$ cat src/rtl/dispatch_lane_splitter_if.sv
// Handshake bundle for dispatch_lane_splitter: full-warp packet in, lane-sliced packets out.
interface dispatch_lane_splitter_if #(
  parameter int unsigned NUM_THREADS = 4,
  parameter int unsigned NUM_LANES   = 2,
  parameter int unsigned XLEN        = 32,
  parameter int unsigned UUID_W      = 44,
  parameter int unsigned WID_W       = 2,
  parameter int unsigned PC_W        = 30,
  parameter int unsigned OP_W        = 4,
  parameter int unsigned ARGS_W      = 16,
  parameter int unsigned NR_W        = 6
);
  localparam int unsigned BATCHES = NUM_THREADS / NUM_LANES;
  localparam int unsigned PID_W   = (BATCHES > 1) ? $clog2(BATCHES) : 1;
  localparam int unsigned NT_W    = (NUM_THREADS > 1) ? $clog2(NUM_THREADS) : 1;

  logic                        in_valid;
  logic                        in_ready;
  logic [UUID_W-1:0]           in_uuid;
  logic [WID_W-1:0]            in_wid;
  logic [NUM_THREADS-1:0]      in_tmask;
  logic [PC_W-1:0]             in_pc;
  logic [OP_W-1:0]             in_op_type;
  logic [ARGS_W-1:0]           in_op_args;
  logic                        in_wb;
  logic [NR_W-1:0]             in_rd;
  logic [NT_W-1:0]             in_tid;
  logic [NUM_THREADS*XLEN-1:0] in_rs1_data;
  logic [NUM_THREADS*XLEN-1:0] in_rs2_data;
  logic [NUM_THREADS*XLEN-1:0] in_rs3_data;

  logic                        out_valid;
  logic                        out_ready;
  logic [UUID_W-1:0]           out_uuid;
  logic [WID_W-1:0]            out_wid;
  logic [NUM_LANES-1:0]        out_tmask;
  logic [PC_W-1:0]             out_pc;
  logic [OP_W-1:0]             out_op_type;
  logic [ARGS_W-1:0]           out_op_args;
  logic                        out_wb;
  logic [NR_W-1:0]             out_rd;
  logic [NT_W-1:0]             out_tid;
  logic [NUM_LANES*XLEN-1:0]   out_rs1_data;
  logic [NUM_LANES*XLEN-1:0]   out_rs2_data;
  logic [NUM_LANES*XLEN-1:0]   out_rs3_data;
  logic [PID_W-1:0]            out_pid;
  logic                        out_sop;
  logic                        out_eop;

  modport master (
    output in_valid, in_uuid, in_wid, in_tmask, in_pc, in_op_type, in_op_args, in_wb, in_rd,
           in_tid, in_rs1_data, in_rs2_data, in_rs3_data, out_ready,
    input  in_ready, out_valid, out_uuid, out_wid, out_tmask, out_pc, out_op_type, out_op_args,
           out_wb, out_rd, out_tid, out_rs1_data, out_rs2_data, out_rs3_data, out_pid, out_sop,
           out_eop
  );

  modport slave (
    input  in_valid, in_uuid, in_wid, in_tmask, in_pc, in_op_type, in_op_args, in_wb, in_rd,
           in_tid, in_rs1_data, in_rs2_data, in_rs3_data, out_ready,
    output in_ready, out_valid, out_uuid, out_wid, out_tmask, out_pc, out_op_type, out_op_args,
           out_wb, out_rd, out_tid, out_rs1_data, out_rs2_data, out_rs3_data, out_pid, out_sop,
           out_eop
  );
endinterface

$ cat src/rtl/dispatch_lane_splitter.sv
// Splits a full-warp dispatch packet into NUM_LANES-wide batches tagged with pid/sop/eop.
// Optional: define DISPATCH_SKIP_EMPTY_EN to skip batches whose tmask slice is all zero.
module dispatch_lane_splitter #(
  parameter int unsigned NUM_THREADS = 4,
  parameter int unsigned NUM_LANES   = 2,
  parameter int unsigned XLEN        = 32,
  parameter int unsigned UUID_W      = 44,
  parameter int unsigned WID_W       = 2,
  parameter int unsigned PC_W        = 30,
  parameter int unsigned OP_W        = 4,
  parameter int unsigned ARGS_W      = 16,
  parameter int unsigned NR_W        = 6
) (
  input logic                    clk,
  input logic                    reset,
  dispatch_lane_splitter_if.slave io
);
  localparam int unsigned BATCHES = NUM_THREADS / NUM_LANES;
  localparam int unsigned PID_W   = (BATCHES > 1) ? $clog2(BATCHES) : 1;
  localparam int unsigned NT_W    = (NUM_THREADS > 1) ? $clog2(NUM_THREADS) : 1;

  typedef struct packed {
    logic [UUID_W-1:0]           uuid;
    logic [WID_W-1:0]            wid;
    logic [NUM_THREADS-1:0]      tmask;
    logic [PC_W-1:0]             pc;
    logic [OP_W-1:0]             op_type;
    logic [ARGS_W-1:0]           op_args;
    logic                        wb;
    logic [NR_W-1:0]             rd;
    logic [NT_W-1:0]             tid;
    logic [NUM_THREADS*XLEN-1:0] rs1;
    logic [NUM_THREADS*XLEN-1:0] rs2;
    logic [NUM_THREADS*XLEN-1:0] rs3;
  } hold_t;

  hold_t            hold_d, hold_q;
  logic             busy_d, busy_q;
  logic [PID_W-1:0] pid_d, pid_q;
  logic [PID_W-1:0] in_first, first_pid, last_pid, next_pid;
  logic             last, in_fire, out_fire;

`ifdef DISPATCH_SKIP_EMPTY_EN
  function automatic logic [BATCHES-1:0] batch_nz(input logic [NUM_THREADS-1:0] m);
    logic [BATCHES-1:0] nz;
    for (int b = 0; b < BATCHES; b++) nz[b] = |m[b*NUM_LANES +: NUM_LANES];
    return nz;
  endfunction

  logic [BATCHES-1:0] nz_in, nz_q;

  // Empty masks collapse to a single pid 0 packet since every scan defaults to 0.
  always_comb begin
    nz_in     = batch_nz(io.in_tmask);
    nz_q      = batch_nz(hold_q.tmask);
    in_first  = '0;
    first_pid = '0;
    last_pid  = '0;
    next_pid  = '0;
    for (int b = BATCHES - 1; b >= 0; b--) begin
      if (nz_in[b]) in_first = PID_W'(b);
      if (nz_q[b]) first_pid = PID_W'(b);
      if (nz_q[b] && (PID_W'(b) > pid_q)) next_pid = PID_W'(b);
    end
    for (int b = 0; b < BATCHES; b++) begin
      if (nz_q[b]) last_pid = PID_W'(b);
    end
  end
`else
  assign in_first  = '0;
  assign first_pid = '0;
  assign last_pid  = PID_W'(BATCHES - 1);
  assign next_pid  = pid_q + PID_W'(1);
`endif

  assign last     = (pid_q == last_pid);
  assign out_fire = busy_q & io.out_ready;
  assign in_fire  = io.in_valid & io.in_ready;

  always_comb begin
    io.in_ready    = ~busy_q | (io.out_ready & last);
    io.out_valid   = busy_q;
    io.out_uuid    = hold_q.uuid;
    io.out_wid     = hold_q.wid;
    io.out_pc      = hold_q.pc;
    io.out_op_type = hold_q.op_type;
    io.out_op_args = hold_q.op_args;
    io.out_wb      = hold_q.wb;
    io.out_rd      = hold_q.rd;
    io.out_tid     = hold_q.tid;
    io.out_pid     = pid_q;
    io.out_sop     = (pid_q == first_pid);
    io.out_eop     = last;
  end

  always_comb begin
    io.out_tmask    = '0;
    io.out_rs1_data = '0;
    io.out_rs2_data = '0;
    io.out_rs3_data = '0;
    for (int b = 0; b < BATCHES; b++) begin
      if (pid_q == PID_W'(b)) begin
        io.out_tmask    = hold_q.tmask[b*NUM_LANES +: NUM_LANES];
        io.out_rs1_data = hold_q.rs1[b*NUM_LANES*XLEN +: NUM_LANES*XLEN];
        io.out_rs2_data = hold_q.rs2[b*NUM_LANES*XLEN +: NUM_LANES*XLEN];
        io.out_rs3_data = hold_q.rs3[b*NUM_LANES*XLEN +: NUM_LANES*XLEN];
      end
    end
  end

  always_comb begin
    hold_d = hold_q;
    if (in_fire) begin
      hold_d.uuid    = io.in_uuid;
      hold_d.wid     = io.in_wid;
      hold_d.tmask   = io.in_tmask;
      hold_d.pc      = io.in_pc;
      hold_d.op_type = io.in_op_type;
      hold_d.op_args = io.in_op_args;
      hold_d.wb      = io.in_wb;
      hold_d.rd      = io.in_rd;
      hold_d.tid     = io.in_tid;
      hold_d.rs1     = io.in_rs1_data;
      hold_d.rs2     = io.in_rs2_data;
      hold_d.rs3     = io.in_rs3_data;
    end
  end

  // Input fire is applied last so a new packet overrides the end-of-packet clear.
  always_comb begin
    busy_d = busy_q;
    pid_d  = pid_q;
    if (out_fire) begin
      if (last) begin
        busy_d = 1'b0;
        pid_d  = '0;
      end else begin
        pid_d = next_pid;
      end
    end
    if (in_fire) begin
      busy_d = 1'b1;
      pid_d  = in_first;
    end
  end

  always_ff @(posedge clk or posedge reset) begin
    if (reset) begin
      busy_q <= 1'b0;
      pid_q  <= '0;
    end else begin
      busy_q <= busy_d;
      pid_q  <= pid_d;
    end
  end

  always_ff @(posedge clk) begin
    hold_q <= hold_d;
  end
endmodule

$ cat src/flat_wrapper.sv
// flat-port wrapper written by rule: the top's interface ports become plain ports
module dispatch_lane_splitter_flat 
#(
  parameter int unsigned NUM_THREADS = 4,
  parameter int unsigned NUM_LANES   = 2,
  parameter int unsigned XLEN        = 32,
  parameter int unsigned UUID_W      = 44,
  parameter int unsigned WID_W       = 2,
  parameter int unsigned PC_W        = 30,
  parameter int unsigned OP_W        = 4,
  parameter int unsigned ARGS_W      = 16,
  parameter int unsigned NR_W        = 6
)
  (clk, reset, io_in_valid, io_in_uuid, io_in_wid, io_in_tmask, io_in_pc, io_in_op_type, io_in_op_args, io_in_wb, io_in_rd, io_in_tid, io_in_rs1_data, io_in_rs2_data, io_in_rs3_data, io_out_ready, io_in_ready, io_out_valid, io_out_uuid, io_out_wid, io_out_tmask, io_out_pc, io_out_op_type, io_out_op_args, io_out_wb, io_out_rd, io_out_tid, io_out_rs1_data, io_out_rs2_data, io_out_rs3_data, io_out_pid, io_out_sop, io_out_eop);
  dispatch_lane_splitter_if #(.NUM_THREADS(NUM_THREADS), .NUM_LANES(NUM_LANES), .XLEN(XLEN), .UUID_W(UUID_W), .WID_W(WID_W), .PC_W(PC_W), .OP_W(OP_W), .ARGS_W(ARGS_W), .NR_W(NR_W)) io_i ();
  input logic clk;
  input logic reset;
  input wire logic [$bits(io_i.in_valid)-1:0] io_in_valid;
  input wire logic [$bits(io_i.in_uuid)-1:0] io_in_uuid;
  input wire logic [$bits(io_i.in_wid)-1:0] io_in_wid;
  input wire logic [$bits(io_i.in_tmask)-1:0] io_in_tmask;
  input wire logic [$bits(io_i.in_pc)-1:0] io_in_pc;
  input wire logic [$bits(io_i.in_op_type)-1:0] io_in_op_type;
  input wire logic [$bits(io_i.in_op_args)-1:0] io_in_op_args;
  input wire logic [$bits(io_i.in_wb)-1:0] io_in_wb;
  input wire logic [$bits(io_i.in_rd)-1:0] io_in_rd;
  input wire logic [$bits(io_i.in_tid)-1:0] io_in_tid;
  input wire logic [$bits(io_i.in_rs1_data)-1:0] io_in_rs1_data;
  input wire logic [$bits(io_i.in_rs2_data)-1:0] io_in_rs2_data;
  input wire logic [$bits(io_i.in_rs3_data)-1:0] io_in_rs3_data;
  input wire logic [$bits(io_i.out_ready)-1:0] io_out_ready;
  output wire logic [$bits(io_i.in_ready)-1:0] io_in_ready;
  output wire logic [$bits(io_i.out_valid)-1:0] io_out_valid;
  output wire logic [$bits(io_i.out_uuid)-1:0] io_out_uuid;
  output wire logic [$bits(io_i.out_wid)-1:0] io_out_wid;
  output wire logic [$bits(io_i.out_tmask)-1:0] io_out_tmask;
  output wire logic [$bits(io_i.out_pc)-1:0] io_out_pc;
  output wire logic [$bits(io_i.out_op_type)-1:0] io_out_op_type;
  output wire logic [$bits(io_i.out_op_args)-1:0] io_out_op_args;
  output wire logic [$bits(io_i.out_wb)-1:0] io_out_wb;
  output wire logic [$bits(io_i.out_rd)-1:0] io_out_rd;
  output wire logic [$bits(io_i.out_tid)-1:0] io_out_tid;
  output wire logic [$bits(io_i.out_rs1_data)-1:0] io_out_rs1_data;
  output wire logic [$bits(io_i.out_rs2_data)-1:0] io_out_rs2_data;
  output wire logic [$bits(io_i.out_rs3_data)-1:0] io_out_rs3_data;
  output wire logic [$bits(io_i.out_pid)-1:0] io_out_pid;
  output wire logic [$bits(io_i.out_sop)-1:0] io_out_sop;
  output wire logic [$bits(io_i.out_eop)-1:0] io_out_eop;
  assign io_i.in_valid = io_in_valid;
  assign io_i.in_uuid = io_in_uuid;
  assign io_i.in_wid = io_in_wid;
  assign io_i.in_tmask = io_in_tmask;
  assign io_i.in_pc = io_in_pc;
  assign io_i.in_op_type = io_in_op_type;
  assign io_i.in_op_args = io_in_op_args;
  assign io_i.in_wb = io_in_wb;
  assign io_i.in_rd = io_in_rd;
  assign io_i.in_tid = io_in_tid;
  assign io_i.in_rs1_data = io_in_rs1_data;
  assign io_i.in_rs2_data = io_in_rs2_data;
  assign io_i.in_rs3_data = io_in_rs3_data;
  assign io_i.out_ready = io_out_ready;
  assign io_in_ready = io_i.in_ready;
  assign io_out_valid = io_i.out_valid;
  assign io_out_uuid = io_i.out_uuid;
  assign io_out_wid = io_i.out_wid;
  assign io_out_tmask = io_i.out_tmask;
  assign io_out_pc = io_i.out_pc;
  assign io_out_op_type = io_i.out_op_type;
  assign io_out_op_args = io_i.out_op_args;
  assign io_out_wb = io_i.out_wb;
  assign io_out_rd = io_i.out_rd;
  assign io_out_tid = io_i.out_tid;
  assign io_out_rs1_data = io_i.out_rs1_data;
  assign io_out_rs2_data = io_i.out_rs2_data;
  assign io_out_rs3_data = io_i.out_rs3_data;
  assign io_out_pid = io_i.out_pid;
  assign io_out_sop = io_i.out_sop;
  assign io_out_eop = io_i.out_eop;
  dispatch_lane_splitter #(.NUM_THREADS(NUM_THREADS), .NUM_LANES(NUM_LANES), .XLEN(XLEN), .UUID_W(UUID_W), .WID_W(WID_W), .PC_W(PC_W), .OP_W(OP_W), .ARGS_W(ARGS_W), .NR_W(NR_W)) u_core (.clk(clk), .reset(reset), .io(io_i));
endmodule
$ cat config.mk
export PLATFORM = sky130hd
export DESIGN_NAME = dispatch_lane_splitter_flat
export DESIGN_NICKNAME = d
export VERILOG_FILES = /design/src/rtl/dispatch_lane_splitter_if.sv /design/src/rtl/dispatch_lane_splitter.sv /design/src/flat_wrapper.sv
export SDC_FILE = /design/constraint.sdc
export NUM_CORES = 1
export LEC_CHECK = 0
export CORE_AREA = 2 2 309 311
export CTS_CLUSTER_SIZE = 10
export DETAILED_ROUTE_END_ITERATION = 7
export DIE_AREA = 0 0 311 313
export PLACE_DENSITY = 0.57
export SETUP_SLACK_MARGIN = 0.2
export SLEW_MARGIN = 5
export SYNTH_ARGS = -nofsm -noshare
export SYNTH_HDL_FRONTEND = slang
export SYNTH_SLANG_ARGS = --single-unit
$ cat constraint.sdc
create_clock -name clk -period 23.8 [get_ports clk]
set_input_delay 4.76 -clock clk [delete_from_list [all_inputs] [get_ports clk]]
set_output_delay 4.76 -clock clk [all_outputs]
set_load 0.1 [all_outputs]
==> flow_metrics.env, run 1 <==
export IMPL_crit_required_ps=19040
export IMPL_stdcell_count=2856
export IMPL_clock_path_buffers=3
export IMPL_path_clk_slew_ps=50
export IMPL_synth_top_family_by_area="multiplexers"
export IMPL_tightest_slew_ps=1140
export IMPL_clock_skew_ps=12.6
export IMPL_synth_nets=1322
export IMPL_final_seq_area_sq_um=14900
export IMPL_cts_hold_buf=0
export IMPL_die_area_sq_um=97300
export IMPL_cts_htree_levels=2
export IMPL_gp_congestion=0.872
export IMPL_synth_compound_area_share_pct=0.0813
export IMPL_synthXorXnorAreaFrac_pct=0.0474
export IMPL_yosysWarnings=0
export IMPL_synth_seq_cells=495
export IMPL_cap_viol_max_count=0
export IMPL_p_leak_nw=9.79
export IMPL_core_sq_um=94200
export IMPL_initial_core_util_pct=19.6
export IMPL_critPathSlowestCell="clkdlybuf4s50_1"
export IMPL_yosysSeqAreaShare_pct=80.4
export IMPL_hold_ws_ps=583
export IMPL_core_rowCount=113
export IMPL_fillers=9222
export IMPL_worstSkewPairLatency_ps=610
export IMPL_slowest_delay_ps=990
export IMPL_synth_area_per_cell_sq_um=22.4
export IMPL_power_per_cell_area_nw_per_um2=133
export IMPL_synth_cell_types=14
export IMPL_path_class="input port to output port"
export IMPL_final_max_slew_violation_count=0
export IMPL_grt_pass1_vias=11000
export IMPL_path_cells="clkdlybuf4s50_1 -> a21boi_0 -> inv_1 -> clkdlybuf4s50_1"
export IMPL_drive_above_1_share_pct=17.2
export IMPL_track_usage_pct=9.81
export IMPL_area_delta_synth_final_pct=56.0
export IMPL_final_cell_mix="797 x clkdlybuf4s50_1, 493 x edfxtp_1, 101 x mux2_4, 93 x mux2_2, 59 x clkbuf_16"
export IMPL_synth_edf_count=493
export IMPL_final_core_util_pct=30.6
export IMPL_ios=801
export IMPL_tns_ps=0
export IMPL_ctsResizeCount=0
export IMPL_cts_tree="built"
export IMPL_muxShareOfSynthArea_pct=13.9
export IMPL_min_path_type="flop to flop"
export IMPL_layout_commonest_cell="clkdlybuf4s50_1"
export IMPL_antenna_found_initial=1
export IMPL_final_nets=2064
export IMPL_drc=0
export IMPL_drtIter0Drc=508
export IMPL_placed_cells=2773
export IMPL_synthesis_area_sq_um=18500
export IMPL_vias=9969
export IMPL_cp_arrival_ps=6710
export IMPL_finalSetupViolations=0
export IMPL_vdd_ir_drop_max_uv=88.7
export IMPL_clock_sinks=495
export IMPL_drt_pass1_iter_count=4
export IMPL_drt_wl_total_mm=50.0
export IMPL_chipHeight_um=313
export IMPL_grt_max_degree=157
export IMPL_avgViaCountPerCell=3.49
export IMPL_finalHoldViolations=0
export IMPL_cts_setup_buffers=0
export IMPL_crit_path_frequent_cell="clkdlybuf4s50_1"
export IMPL_detail_route_antenna_nets=0
export IMPL_maxClockFrequency_mhz=87.2
export IMPL_grt_pass1_wl_mm=71.4
export IMPL_dp_hpwl_mm=37.6
export IMPL_timing_final_crit_share_pct=48.2
export IMPL_async_reset_ff_share_pct=0.404
export IMPL_cts_made_buffers=57
export IMPL_diodes=0
export IMPL_cts_root_buf="clkbuf_16"
export IMPL_portBuffers=800
export IMPL_gr_total_overflow=0
export IMPL_layout_min_cycle_time_ps=11470
export IMPL_synthAdderAreaFrac_pct=0
export IMPL_synth_flop_cell="edfxtp_1"
export IMPL_cp_max_fo=3
export IMPL_relSlewSlack_pct=23.9
export IMPL_status="finished, final reports clean"
export IMPL_die_x_um=311
export IMPL_startpoint_type="input port"
export IMPL_synth_simple_area_share_pct=0.108
export IMPL_multiInputGateArea_sq_um=2620
export IMPL_cp_end_kind="output port"
export IMPL_rsz0062_at_grt="false"
export IMPL_wire_per_inst_um=17.5
export IMPL_synth_cells=825
==> final timing paths <==
kind / startpoint / end / slack (ps) / cells past startpoint
min reg2reg: u_core.io.out_valid / u_core.io.out_eop / 580 / 1
min: u_core.io.out_valid / u_core.io.out_eop / 580 / 1
min in group asynchronous: reset / u_core.io.out_eop / 4310 / 2
max: io_out_ready / io_in_ready / 12330 / 4
max in group asynchronous: reset / u_core.io.out_eop / 19370 / 2
max reg2reg: u_core.io.out_eop / u_core.hold_q[149] / 18660 / 6
==> state kept, by name, summed over array words and instances, names as in the netlist <==
| register | flops |
|---|---|
| u_core.hold_q | 388 |
| u_core.io.out_eop | 1 |
| u_core.io.out_op_args | 16 |
| u_core.io.out_op_type | 4 |
| u_core.io.out_pc | 30 |
| u_core.io.out_rd | 6 |
| u_core.io.out_tid | 2 |
| u_core.io.out_uuid | 44 |
| u_core.io.out_valid | 1 |
| u_core.io.out_wb | 1 |
| u_core.io.out_wid | 2 |
==> power breakdown <==
part,leakage [nW],switching [W],internal (W),total [W]
registers,4.59,0.0000400,0.00111,0.00115
clock network,0.798,0.000325,0.000476,0.000801
logic,4.40,0.00137,0.000493,0.00187
total,9.79,0.00174,0.00208,0.00382
==> cells by family after synthesis <==
| group | after synthesis |
|---|---|
| compound gates | 2 |
| buf+inv | 130 |
| flops | 495 |
| simple gates | 3 |
| mux | 194 |
| xor+xnor | 1 |
==> per-layer routing <==
| layer | track usage (%) | up-vias | wire length [um] |
|---|---|---|---|
| met1 | 10.4 | 4812 | 18200 |
| met4 | 3.35 | 2 | 1420 |
| li1 | - | 4564 | - |
| met2 | 16.9 | 514 | 24900 |
| met5 | 0 | - | 13 |
| met3 | 4.85 | 77 | 5450 |
==> worst max-delay path: cells and delay by family <==
family | cells | cell delay [ps]
compound gates | 1 | 440
buf+inv | 3 | 1510
==> Yosys cell counts, types with 2 or more instances <==
master    count  area, sq um
buf_2         7         35.0
edfxtp_1    493        14800
mux2_4      101         1520
mux2_2       93         1050
buf_6        15          169
dfrtp_1       2         50.1
inv_1         3         11.3
buf_4       105          788
==> layout make-up <==
type,instances,area share (%)
multi-input cells,200,9.08
well taps,1265,5.49
repair buffers,810,28.1
flip-flops and latches,495,51.6
clock buffers,77,5.36
inverters,3,0.0391
clock inverters,6,0.369
==> metrics by stage <==
stage	instance area [sq um]	total power [W]	setup WS [ps]
finish	28800	0.00382	12330
global route	28800	0.00395	12220
detailed placement	27200	0.00305	12320
global placement	27200	0.00304	12270
CTS	28800	0.00387	12300
floorplan	18500	0.00271	5560
Power figures use the tool's default switching activity.
==> run 2: changes to the inputs <==
==> constraint.sdc (replaced) <==
create_clock -name clk -period 9.7 [get_ports clk]
set_input_delay 1.94 -clock clk [delete_from_list [all_inputs] [get_ports clk]]
set_output_delay 1.94 -clock clk [all_outputs]
set_load 0.1 [all_outputs]
==> flow_metrics.env, run 2 (synthesized netlist as in run 1, its figures left out) <==
export IMPL_status="finished, final reports clean"
export IMPL_finalHoldViolations=0
export IMPL_drt_pass1_iter_count=7
export IMPL_cpLargestDelayFamily="buffers and inverters"
export IMPL_startpoint_type="flop"
export IMPL_cts_setup_buffers=0
export IMPL_critPathBufInv=2
export IMPL_r2r_cells=5
export IMPL_clockPowerShare_pct=20.9
export IMPL_worstSkewPairLatency_ps=610
export IMPL_detail_route_antenna_nets=0
export IMPL_min_to="u_core.io.out_eop"
export IMPL_tightest_slew_ps=1170
export IMPL_clock_path_buffers=3
export IMPL_min_path_type="flop to flop"
export IMPL_layout_min_cycle_time_ps=6090
export IMPL_drive_above_1_share_pct=17.2
export IMPL_min_from="u_core.io.out_valid"
export IMPL_vias=10100
export IMPL_antenna_found_initial=8
export IMPL_ctsResizeCount=0
export IMPL_rsz0062_at_grt="false"
export IMPL_chipHeight_um=313
export IMPL_slowest_delay_ps=1140
export IMPL_largest_reg_flops=388
export IMPL_timing_rr_end="u_core.hold_q[173]"
export IMPL_portBuffers=800
export IMPL_relSlewSlack_pct=21.9
export IMPL_gp_congestion=0.815
export IMPL_final_cell_mix="796 x clkdlybuf4s50_1, 493 x edfxtp_1, 101 x mux2_4, 93 x mux2_2, 61 x clkbuf_16"
export IMPL_worst_path_stages=3
export IMPL_path_clk_slew_ps=50
export IMPL_critPathSlowestCell="clkdlybuf4s50_1"
export IMPL_crit_required_ps=7760
export IMPL_ios=801
export IMPL_p_int_w=0.00508
export IMPL_p_leak_nw=9.80
export IMPL_gr_total_overflow=0
export IMPL_seq_power_share_pct=30.5
export IMPL_drtIter0Drc=581
export IMPL_maxClockFrequency_mhz=164
export IMPL_drc=0
export IMPL_final_max_slew_violation_count=0
export IMPL_initial_core_util_pct=19.6
export IMPL_power_per_cell_area_nw_per_um2=325
export IMPL_power_switching_fraction_pct=45.8
export IMPL_layout_commonest_cell="clkdlybuf4s50_1"
export IMPL_drt_wl_total_mm=52.8
export IMPL_reg2reg_from="u_core.io.out_eop"
export IMPL_p_sw_w=0.00430
export IMPL_final_cell_area_sq_um=28800
export IMPL_path_class="flop to output port"
export IMPL_wire_per_inst_um=18.5
export IMPL_cts_htree_levels=2
export IMPL_cp_max_fo=53
export IMPL_core_rowCount=113
export IMPL_cts_root_buf="clkbuf_16"
export IMPL_vdd_ir_drop_max_uv=263
export IMPL_core_sq_um=94200
export IMPL_finalSetupViolations=0
export IMPL_final_nets=2062
export IMPL_track_usage_pct=10.4
export IMPL_hold_depth=1
export IMPL_avgViaCountPerCell=3.53
export IMPL_grt_pass1_wl_mm=74.4
export IMPL_die_area_sq_um=97300
export IMPL_clock_skew_ps=11.6
export IMPL_cts_made_buffers=58
export IMPL_timing_final_crit_share_pct=62.7
export IMPL_r2r_slack_ps=5380
export IMPL_cp_arrival_ps=4150
export IMPL_dp_hpwl_mm=39.2
export IMPL_tns_ps=0
export IMPL_final_core_util_pct=30.6
export IMPL_grt_max_degree=170
export IMPL_grt_pass1_vias=10900
export IMPL_placed_area_sq_um=27200
export IMPL_die_x_um=311
export IMPL_clock_sinks=495
export IMPL_combPwrFrac_pct=48.6
export IMPL_cap_viol_max_count=0
export IMPL_regMostFlops="u_core.hold_q"
export IMPL_cp_end_kind="output port"
export IMPL_path_cells="buf_4 -> mux2_4 -> clkdlybuf4s50_1"
export IMPL_cts_tree="built"
export IMPL_area_delta_synth_final_pct=56.2
export IMPL_cts_hold_buf=0
## run 2: changes by cell type in the layout (fill, tap and decap cells not counted), sizes merged
| cell | change |
|---|---|
| buf | -2 |
| clkbuf | +5 |
| bufinv | -3 |
| diode | +3 |
| clkinv | +5 |
| clkdlybuf4s50 | -1 |
| inv | -1 |
## run 2: metal layers
metal	share of wire (%)	routed length, um	vias up	global-route usage (%)
li1	-	-	4576	-
met1	38	19900	4941	11.5
met2	50	26200	523	17.7
met3	11	5680	68	5.13
met4	1.9	1020	8	2.72
met5	0.087	46	-	0
## run 2: worst max path at each step
stage | startpoint | endpoint
final | u_core.io.out_eop | io_out_rs3_data[2]
after detailed placement | io_out_ready | io_in_ready
after global placement | io_out_ready | io_in_ready
after CTS | u_core.io.out_eop | io_out_rs3_data[24]
after global routing | u_core.io.out_eop | io_out_rs3_data[1]
after floorplan | io_in_valid | u_core.hold_q[0]
## run 2: area by class of cell
| class | count | area [sq um] |
|---|---|---|
| Multi-Input combinational cell | 200 | 2630 |
| Tap cell | 1265 | 1580 |
| Sequential cell | 495 | 14900 |
| Clock inverter | 7 | 33.8 |
| Inverter | 3 | 11.3 |
| Timing Repair Buffer | 807 | 8100 |
| Antenna cell | 3 | 7.51 |
| Fill cell | 9290 | 65300 |
| Clock buffer | 82 | 1620 |
## run 2: power groups by stage
stage / logic, W / registers (W) / clock network [W]
2_1_floorplan: 0.00365 / 0.00292 / 0
3_3_place_gp: 0.00457 / 0.00290 / 0
3_5_place_dp: 0.00459 / 0.00291 / 0
4_1_cts: 0.00460 / 0.00287 / 0.00205
5_1_grt: 0.00467 / 0.00289 / 0.00213
6_report: 0.00455 / 0.00286 / 0.00196
## run 2: through the flow
| step | hold slack [ps] | setup slack (ps) | total power, W | std cells |
|---|---|---|---|---|
| after global routing | 729 | 3420 | 0.00969 | 2860 |
| after global placement | 657 | 3870 | 0.00747 | 2770 |
| after detailed placement | 652 | 3870 | 0.00750 | 2770 |
| final | 696 | 3610 | 0.00937 | 2862 |
| after CTS | 677 | 3510 | 0.00952 | 2859 |
| after floorplan | 1070 | -33.9 | 0.00657 | 825 |
